--- src/rtl/muldiv_unit_if.sv ---
// Request/response bundle between the issue stage and muldiv_unit.
// The master drives the op request. The slave returns busy/done and the HI/LO state.
// No storage here; the unit registers every response signal.
interface muldiv_unit_if #(
  parameter int WIDTH = 32
);
  logic             start;
  logic [2:0]       op;
  logic [WIDTH-1:0] a;
  logic [WIDTH-1:0] b;
  logic             busy;
  logic             done;
  logic             div_by_zero;
  logic [WIDTH-1:0] hi;
  logic [WIDTH-1:0] lo;

  modport master (
    output start, op, a, b,
    input  busy, done, div_by_zero, hi, lo
  );

  modport slave (
    input  start, op, a, b,
    output busy, done, div_by_zero, hi, lo
  );
endinterface

--- src/rtl/muldiv_unit.sv ---
// Iterative MULT/MULTU/DIV/DIVU unit owning HI/LO; MTHI/MTLO write in one edge.
// Latency WIDTH+1 cycles from accepted start to done (1 for multiply with MULDIV_FAST_MULT_EN).
// Requests are ignored while busy; the issuing pipeline must stall MFHI/MFLO meanwhile.
module muldiv_unit #(
  parameter int WIDTH = 32
) (
  input logic          clk,
  input logic          reset,
  muldiv_unit_if.slave bus
);
  localparam int CW = $clog2(WIDTH);

  typedef enum logic [1:0] {S_IDLE, S_RUN, S_FIX} state_t;

  state_t             state_q, state_d;
  logic [CW-1:0]      cnt_q, cnt_d;
  // Upper half: partial product / remainder. Lower half: multiplier / dividend -> quotient.
  logic [2*WIDTH-1:0] acc_q, acc_d;
  // Multiplicand or divisor magnitude.
  logic [WIDTH-1:0]   opnd_q, opnd_d;
  // Raw dividend, kept for the divide-by-zero HI result.
  logic [WIDTH-1:0]   araw_q, araw_d;
  logic               is_div_q, is_div_d;
  logic               neg_p_q, neg_p_d;   // product / quotient sign
  logic               neg_r_q, neg_r_d;   // remainder sign
  logic               dz_q, dz_d;         // in-flight op is a divide by zero
  logic [WIDTH-1:0]   hi_q, hi_d, lo_q, lo_d;
  logic               done_q, done_d;
  logic               dbz_q, dbz_d;

  // Operand conditioning at acceptance
  logic               sgn_op, a_neg, b_neg;
  logic [WIDTH-1:0]   a_mag, b_mag;
  assign sgn_op = ~bus.op[0];
  assign a_neg  = sgn_op & bus.a[WIDTH-1];
  assign b_neg  = sgn_op & bus.b[WIDTH-1];
  assign a_mag  = a_neg ? -bus.a : bus.a;
  assign b_mag  = b_neg ? -bus.b : bus.b;

  // One shift-add multiply step
  logic [WIDTH:0]     mul_sum;
  assign mul_sum = {1'b0, acc_q[2*WIDTH-1:WIDTH]} + (acc_q[0] ? {1'b0, opnd_q} : {(WIDTH+1){1'b0}});

  // One restoring divide step: shift in next dividend bit, subtract if it fits
  logic [WIDTH:0]     div_sh, div_sub;
  logic               div_ge;
  assign div_sh  = {acc_q[2*WIDTH-1:WIDTH], acc_q[WIDTH-1]};
  assign div_ge  = div_sh >= {1'b0, opnd_q};
  assign div_sub = div_sh - {1'b0, opnd_q};

  // Sign correction applied in FIX
  logic [2*WIDTH-1:0] prod_fix;
  logic [WIDTH-1:0]   quo_fix, rem_fix;
  assign prod_fix = neg_p_q ? -acc_q : acc_q;
  assign quo_fix  = neg_p_q ? -acc_q[WIDTH-1:0] : acc_q[WIDTH-1:0];
  assign rem_fix  = neg_r_q ? -acc_q[2*WIDTH-1:WIDTH] : acc_q[2*WIDTH-1:WIDTH];

`ifdef MULDIV_FAST_MULT_EN
  // Single multiplier covering both signednesses via one extra extension bit
  logic signed [2*WIDTH+1:0] fast_prod;
  assign fast_prod = $signed({a_neg, bus.a}) * $signed({b_neg, bus.b});
`endif

  // State and datapath registers with synchronous reset
  always_ff @(posedge clk) begin
    if (reset) begin
      state_q  <= S_IDLE;
      cnt_q    <= '0;
      acc_q    <= '0;
      opnd_q   <= '0;
      araw_q   <= '0;
      is_div_q <= 1'b0;
      neg_p_q  <= 1'b0;
      neg_r_q  <= 1'b0;
      dz_q     <= 1'b0;
      hi_q     <= '0;
      lo_q     <= '0;
      done_q   <= 1'b0;
      dbz_q    <= 1'b0;
    end else begin
      state_q  <= state_d;
      cnt_q    <= cnt_d;
      acc_q    <= acc_d;
      opnd_q   <= opnd_d;
      araw_q   <= araw_d;
      is_div_q <= is_div_d;
      neg_p_q  <= neg_p_d;
      neg_r_q  <= neg_r_d;
      dz_q     <= dz_d;
      hi_q     <= hi_d;
      lo_q     <= lo_d;
      done_q   <= done_d;
      dbz_q    <= dbz_d;
    end
  end

  // Next-state: iterative ops go IDLE -> RUN (WIDTH steps) -> FIX -> IDLE
  always_comb begin
    state_d = state_q;
    case (state_q)
      S_IDLE: begin
        if (bus.start && !bus.op[2]) begin
`ifdef MULDIV_FAST_MULT_EN
          if (bus.op[1]) state_d = S_RUN;
`else
          state_d = S_RUN;
`endif
        end
      end
      S_RUN:   if (cnt_q == CW'(WIDTH - 1)) state_d = S_FIX;
      S_FIX:   state_d = S_IDLE;
      default: state_d = S_IDLE;
    endcase
  end

  // Datapath and outputs: latch operands, iterate, then sign-fix and commit HI/LO
  always_comb begin
    cnt_d    = cnt_q;
    acc_d    = acc_q;
    opnd_d   = opnd_q;
    araw_d   = araw_q;
    is_div_d = is_div_q;
    neg_p_d  = neg_p_q;
    neg_r_d  = neg_r_q;
    dz_d     = dz_q;
    hi_d     = hi_q;
    lo_d     = lo_q;
    done_d   = 1'b0;
    dbz_d    = dbz_q;
    case (state_q)
      S_IDLE: begin
        if (bus.start) begin
          if (!bus.op[2]) begin
`ifdef MULDIV_FAST_MULT_EN
            if (!bus.op[1]) begin
              {hi_d, lo_d} = fast_prod[2*WIDTH-1:0];
              done_d       = 1'b1;
              dbz_d        = 1'b0;
            end else
`endif
            begin
              cnt_d    = '0;
              is_div_d = bus.op[1];
              araw_d   = bus.a;
              neg_p_d  = a_neg ^ b_neg;
              neg_r_d  = a_neg;
              dz_d     = bus.op[1] && (bus.b == '0);
              if (bus.op[1]) begin
                acc_d  = {{WIDTH{1'b0}}, a_mag};
                opnd_d = b_mag;
              end else begin
                acc_d  = {{WIDTH{1'b0}}, b_mag};
                opnd_d = a_mag;
              end
            end
          end else if (bus.op[1:0] == 2'b00) begin
            hi_d = bus.a;
          end else if (bus.op[1:0] == 2'b01) begin
            lo_d = bus.a;
          end
        end
      end
      S_RUN: begin
        cnt_d = cnt_q + CW'(1);
        if (is_div_q) begin
          if (div_ge) acc_d = {div_sub[WIDTH-1:0], acc_q[WIDTH-2:0], 1'b1};
          else        acc_d = {div_sh[WIDTH-1:0],  acc_q[WIDTH-2:0], 1'b0};
        end else begin
          acc_d = {mul_sum, acc_q[WIDTH-1:1]};
        end
      end
      S_FIX: begin
        done_d = 1'b1;
        dbz_d  = dz_q;
        if (!is_div_q) begin
          {hi_d, lo_d} = prod_fix;
        end else if (dz_q) begin
          lo_d = '1;
          hi_d = araw_q;
        end else begin
          lo_d = quo_fix;
          hi_d = rem_fix;
        end
      end
      default: ;
    endcase
  end

  assign bus.busy        = (state_q != S_IDLE);
  assign bus.done        = done_q;
  assign bus.div_by_zero = dbz_q;
  assign bus.hi          = hi_q;
  assign bus.lo          = lo_q;
endmodule

--- src/flat_wrapper.sv ---
// flat-port wrapper written by rule: the top's interface ports become plain ports
module muldiv_unit_flat 
#(
  parameter int WIDTH = 32
)
  (clk, reset, bus_start, bus_op, bus_a, bus_b, bus_busy, bus_done, bus_div_by_zero, bus_hi, bus_lo);
  muldiv_unit_if #(.WIDTH(WIDTH)) bus_i ();
  input logic clk;
  input logic reset;
  input wire logic [$bits(bus_i.start)-1:0] bus_start;
  input wire logic [$bits(bus_i.op)-1:0] bus_op;
  input wire logic [$bits(bus_i.a)-1:0] bus_a;
  input wire logic [$bits(bus_i.b)-1:0] bus_b;
  output wire logic [$bits(bus_i.busy)-1:0] bus_busy;
  output wire logic [$bits(bus_i.done)-1:0] bus_done;
  output wire logic [$bits(bus_i.div_by_zero)-1:0] bus_div_by_zero;
  output wire logic [$bits(bus_i.hi)-1:0] bus_hi;
  output wire logic [$bits(bus_i.lo)-1:0] bus_lo;
  assign bus_i.start = bus_start;
  assign bus_i.op = bus_op;
  assign bus_i.a = bus_a;
  assign bus_i.b = bus_b;
  assign bus_busy = bus_i.busy;
  assign bus_done = bus_i.done;
  assign bus_div_by_zero = bus_i.div_by_zero;
  assign bus_hi = bus_i.hi;
  assign bus_lo = bus_i.lo;
  muldiv_unit #(.WIDTH(WIDTH)) u_core (.clk(clk), .reset(reset), .bus(bus_i));
endmodule
--- config.mk ---
export PLATFORM = sky130hd
export DESIGN_NAME = muldiv_unit_flat
export DESIGN_NICKNAME = d
export VERILOG_FILES = /design/src/rtl/muldiv_unit_if.sv /design/src/rtl/muldiv_unit.sv /design/src/flat_wrapper.sv
export SDC_FILE = /design/constraint.sdc
export NUM_CORES = 1
export LEC_CHECK = 0
export CAP_MARGIN = 25
export CORE_MARGIN = 10
export CORE_UTILIZATION = 40
export CTS_CLUSTER_DIAMETER = 60
export DETAILED_ROUTE_END_ITERATION = 6
export SLEW_MARGIN = 5
export SYNTH_ARGS = -nofsm -noshare
export SYNTH_HDL_FRONTEND = slang
export SYNTH_SLANG_ARGS = --single-unit
--- constraint.sdc ---
create_clock -name clk -period 4.47 [get_ports clk]
set_input_delay 0.447 -clock clk [delete_from_list [all_inputs] [get_ports clk]]
set_output_delay 0.447 -clock clk [all_outputs]
set_load 0.005 [all_outputs]
==> summary.md <==
| Metric | Value |
|---|---|
| Final Setup Violations | 0 |
| Commonest non-fill, non-tap cell in the layout | nand2_1 |
| Pwr Total | 6.48 mW |
| Cts bufs inserted | 30 |
| Tightest Pin Transition | roughly 0.96 ns |
| Global-route wire length before repair | roughly 100 mm |
| Final worst slack | approximately 0.5 ns |
| FILL cells | roughly 4200 |
| Final wirelength | roughly 67 mm |
| Clk_lat worst skew | around 0.59 ns |
| Remaining DRCs | 0 |
| Clock Skew | slightly below 0.03 ns |
| Final Hold Fails | 0 |
| Clk buf depth | 3 |
| Area taken by flip-flops and latches | just over 4000 sq um |
| Pin count of the biggest net entering global routing | 95 |
| Non-Filler Instances | between 2000 and 3000 |
| Util after Layout | 47.4% |
| Antenna-violating nets left | 0 |
| HP Class | input port to flip-flop |
| Crit Path Category | flip-flop to flip-flop |
| I/O pin cnt | ~140 |
| Placed cell count | between 2000 and 3000 |
| Setup TNS Final | 0 ns |
| Die Y | approximately 220 microns |
| Status | finished clean |
| Post-CTS setup buffer count | 0 |
| Post-synthesis cell type count | between 70 and 80 |
| Post-CTS Hold Buffers | 0 |
| Detailed placement HPWL | 50.6 mm |
| Global-route usage over all layers | around 26% |
| RSZ-0062 raised after global routing | no |
| Crit path time final | about 4.0 ns |
| Post-synth EDFFs | 0 |
| Die Footprint | approximately 50000 sq um |
| H-tree lvl count | 1 |
| Pins Over Slew Limit | 0 |
| RePlAce Congestion | approximately 0.94 |
| Gr ovfl total | 0 |
| Lkg Pwr | around 7.3 nW |
| CTS tree | built |
| Final period util | 88.9% |
| Max-cap violations | 0 |
| Vias in the first global route | approximately 17000 |
| Synthesized Nets | ~2400 |
| Area grow syn2layout | 17.6% |
| HP Start | reset |
| Die Width | 223 microns |
| Initial antenna violation count | 1 |
| Synth Warn # | 0 |
| Pre-antenna DRT Iters | 5 |
| Post-CTS resize count | 0 |
| Initial Utilization | 40.4% |
| Diodes inserted | 0 |
| Initial DRC Count | between 1500 and 2000 |
| CP Launch Point | u_core.acc_q[0]$_SDFFE_PP0P_ |
| Post-route cell area | between 15000 and 20000 sq um |
| Seq/Total Area, Yosys | 25.0% |
| Cells after Synth | between 2000 and 2500 |
| Main synth FF type | dfxtp_1 |
| Most frequent cells in the layout | nand2_1, nor2_1, a21oi_1, dfxtp_1, o21ai_0 |
| Clock transition at the registers of the reported paths | ~0.060 ns |
| Rel. slew slack | 36.2% |
| Clock root cell | clkbuf_16 |
| Share of layout cells above drive strength 1 | just under 7% |
| Final net count | ~2400 |
| Worst slack, placed | 0.528 ns |
| Crit end category | flip-flop |
| CP Launch Type | flip-flop |
| Cell area after synthesis | approximately 16000 sq um |
| Via density | 6.14 |
| Hold slack | 0.370 ns |
| Via Count | 17500 |
| FF+latch count, synth | 205 |
| Num rows | between 70 and 80 |
| PortBufs | 136 |
| Crit-path max FO | 4 |
| PwrDens | 335 nW/um^2 |
| Fmax | around 0.25 GHz |
| Dpl cell area | 18300 sq um |
| CORE AREA | between 40000 and 50000 sq um |
| Multi-input combinational cell area | around 11000 sq um |
| Clk sink count | approximately 200 |
| Worst Path Required | 4.97 ns |
| Crit path DAT | roughly 4.5 ns |
| Async S/R FF share, synth | 0% |
| VDD IR max | 0.000327 V |
| Reg-to-reg critical path startpoint | u_core.acc_q[0]$_SDFFE_PP0P_ |
| Avg Inst Size Synth | 7.32 sq um |
| Avg WL per Cell | 23.5 microns |
Yosys cell counts, types with 11 or more instances:
cell / n / area share, %
o211ai_1: 25 / 1.1
o21ai_0: 157 / 4.8
nor2b_1: 21 / 0.80
and3_1: 16 / 0.61
a21oi_1: 226 / 6.9
nand4_1: 13 / 0.49
nand3_1: 36 / 1.1
a21o_1: 28 / 1.3
nand2_1: 234 / 5.3
nor2_1: 228 / 5.2
nand2b_1: 19 / 0.72
o22ai_1: 21 / 0.80
a31oi_1: 17 / 0.65
mux2i_1: 109 / 6.6
or3_1: 19 / 0.72
a22oi_1: 25 / 1.1
inv_1: 71 / 1.6
buf_1: 13 / 0.30
nor4_1: 17 / 0.65
nor3_1: 58 / 1.8
clkbuf_1: 161 / 3.7
ha_1: 70 / 5.3
or4_1: 13 / 0.59
o41ai_1: 17 / 0.91
a211oi_1: 50 / 2.3
xor2_1: 85 / 4.5
a221oi_1: 35 / 1.9
or2_2: 11 / 0.42
dfxtp_1: 205 / 25
o21bai_1: 11 / 0.50
xnor2_1: 90 / 4.8
o31ai_1: 24 / 1.1
cell families (layout without fill, tap and decap cells):
kind of cell / after synthesis / after routing / share of synthesized area, %
compound gates: 711 / 711 / 27.4
simple gates: 720 / 720 / 20.2
flops: 205 / 205 / 25.0
xor+xnor: 175 / 175 / 9.32
mux: 111 / 111 / 6.77
buf+inv: 251 / 325 / 5.81
fa+ha+maj: 72 / 72 / 5.57
sequential cells by signal, indices dropped and copies added, names as in the netlist:
name / cells
u_core.acc_q: 64
u_core.araw_q: 32
u_core.bus.hi: 32
u_core.bus.lo: 32
u_core.opnd_q: 32
u_core.cnt_q: 5
u_core.state_q: 2
u_core.bus.div_by_zero: 1
u_core.bus.done: 1
u_core.dz_q: 1
u_core.is_div_q: 1
u_core.neg_p_q: 1
u_core.neg_r_q: 1
per-layer routing:
layer / wire [microns] / GRT usage [%] / part of all wire, % / vias up
li1: - / - / - / 8204
met1: 27600 / 32.3 / 41 / 8413
met2: 30900 / 41.8 / 46 / 735
met3: 5200 / 5.00 / 7.8 / 162
met4: 3370 / 11.6 / 5.0 / 0
met5: 0 / 0 / 0 / -
critical path, cell delays in order (launching register included):
cell       delay [ns]
dfxtp_1          0.37
and2_1           0.15
ha_1             0.18
inv_1            0.06
fa_1             0.41
nor2b_1          0.13
o21a_1           0.15
a311oi_1         0.12
buf_4            0.16
a211o_1          0.28
o41ai_1          0.78
o2bb2ai_1        0.31
o221a_2          0.32
a31o_2           0.18
a2111oi_0        0.09
o21ai_0          0.21
cell type report:
type | count | area share, %
well taps | 532 | 3.44
inverters | 73 | 1.42
flip-flops and latches | 205 | 21.3
clock inverters | 15 | 0.913
clock buffers | 37 | 4.23
repair buffers | 200 | 9.61
multi-input cells | 1789 | 59.1
final timing paths:
check                                                 endpoint  slack, ns  depth (start not counted)
worst min register to register  u_core.opnd_q[12]$_SDFFE_PP0P_       0.45                          2
worst min-delay path             u_core.bus.hi[6]$_SDFFE_PP0P_       0.37                          2
worst max register to register   u_core.acc_q[63]$_SDFFE_PP0P_       0.50                         15
worst max-delay path             u_core.acc_q[63]$_SDFFE_PP0P_       0.50                         15
where the power goes:
group | internal [mW] | total, mW | switching [mW]
clock | 1.42 | 2.40 | 0.978
sequential | 1.95 | 2.11 | 0.164
combinational | 0.743 | 1.97 | 1.23
total | 4.11 | 6.48 | 2.37
Note: power is estimated with default switching activity, not from simulation.
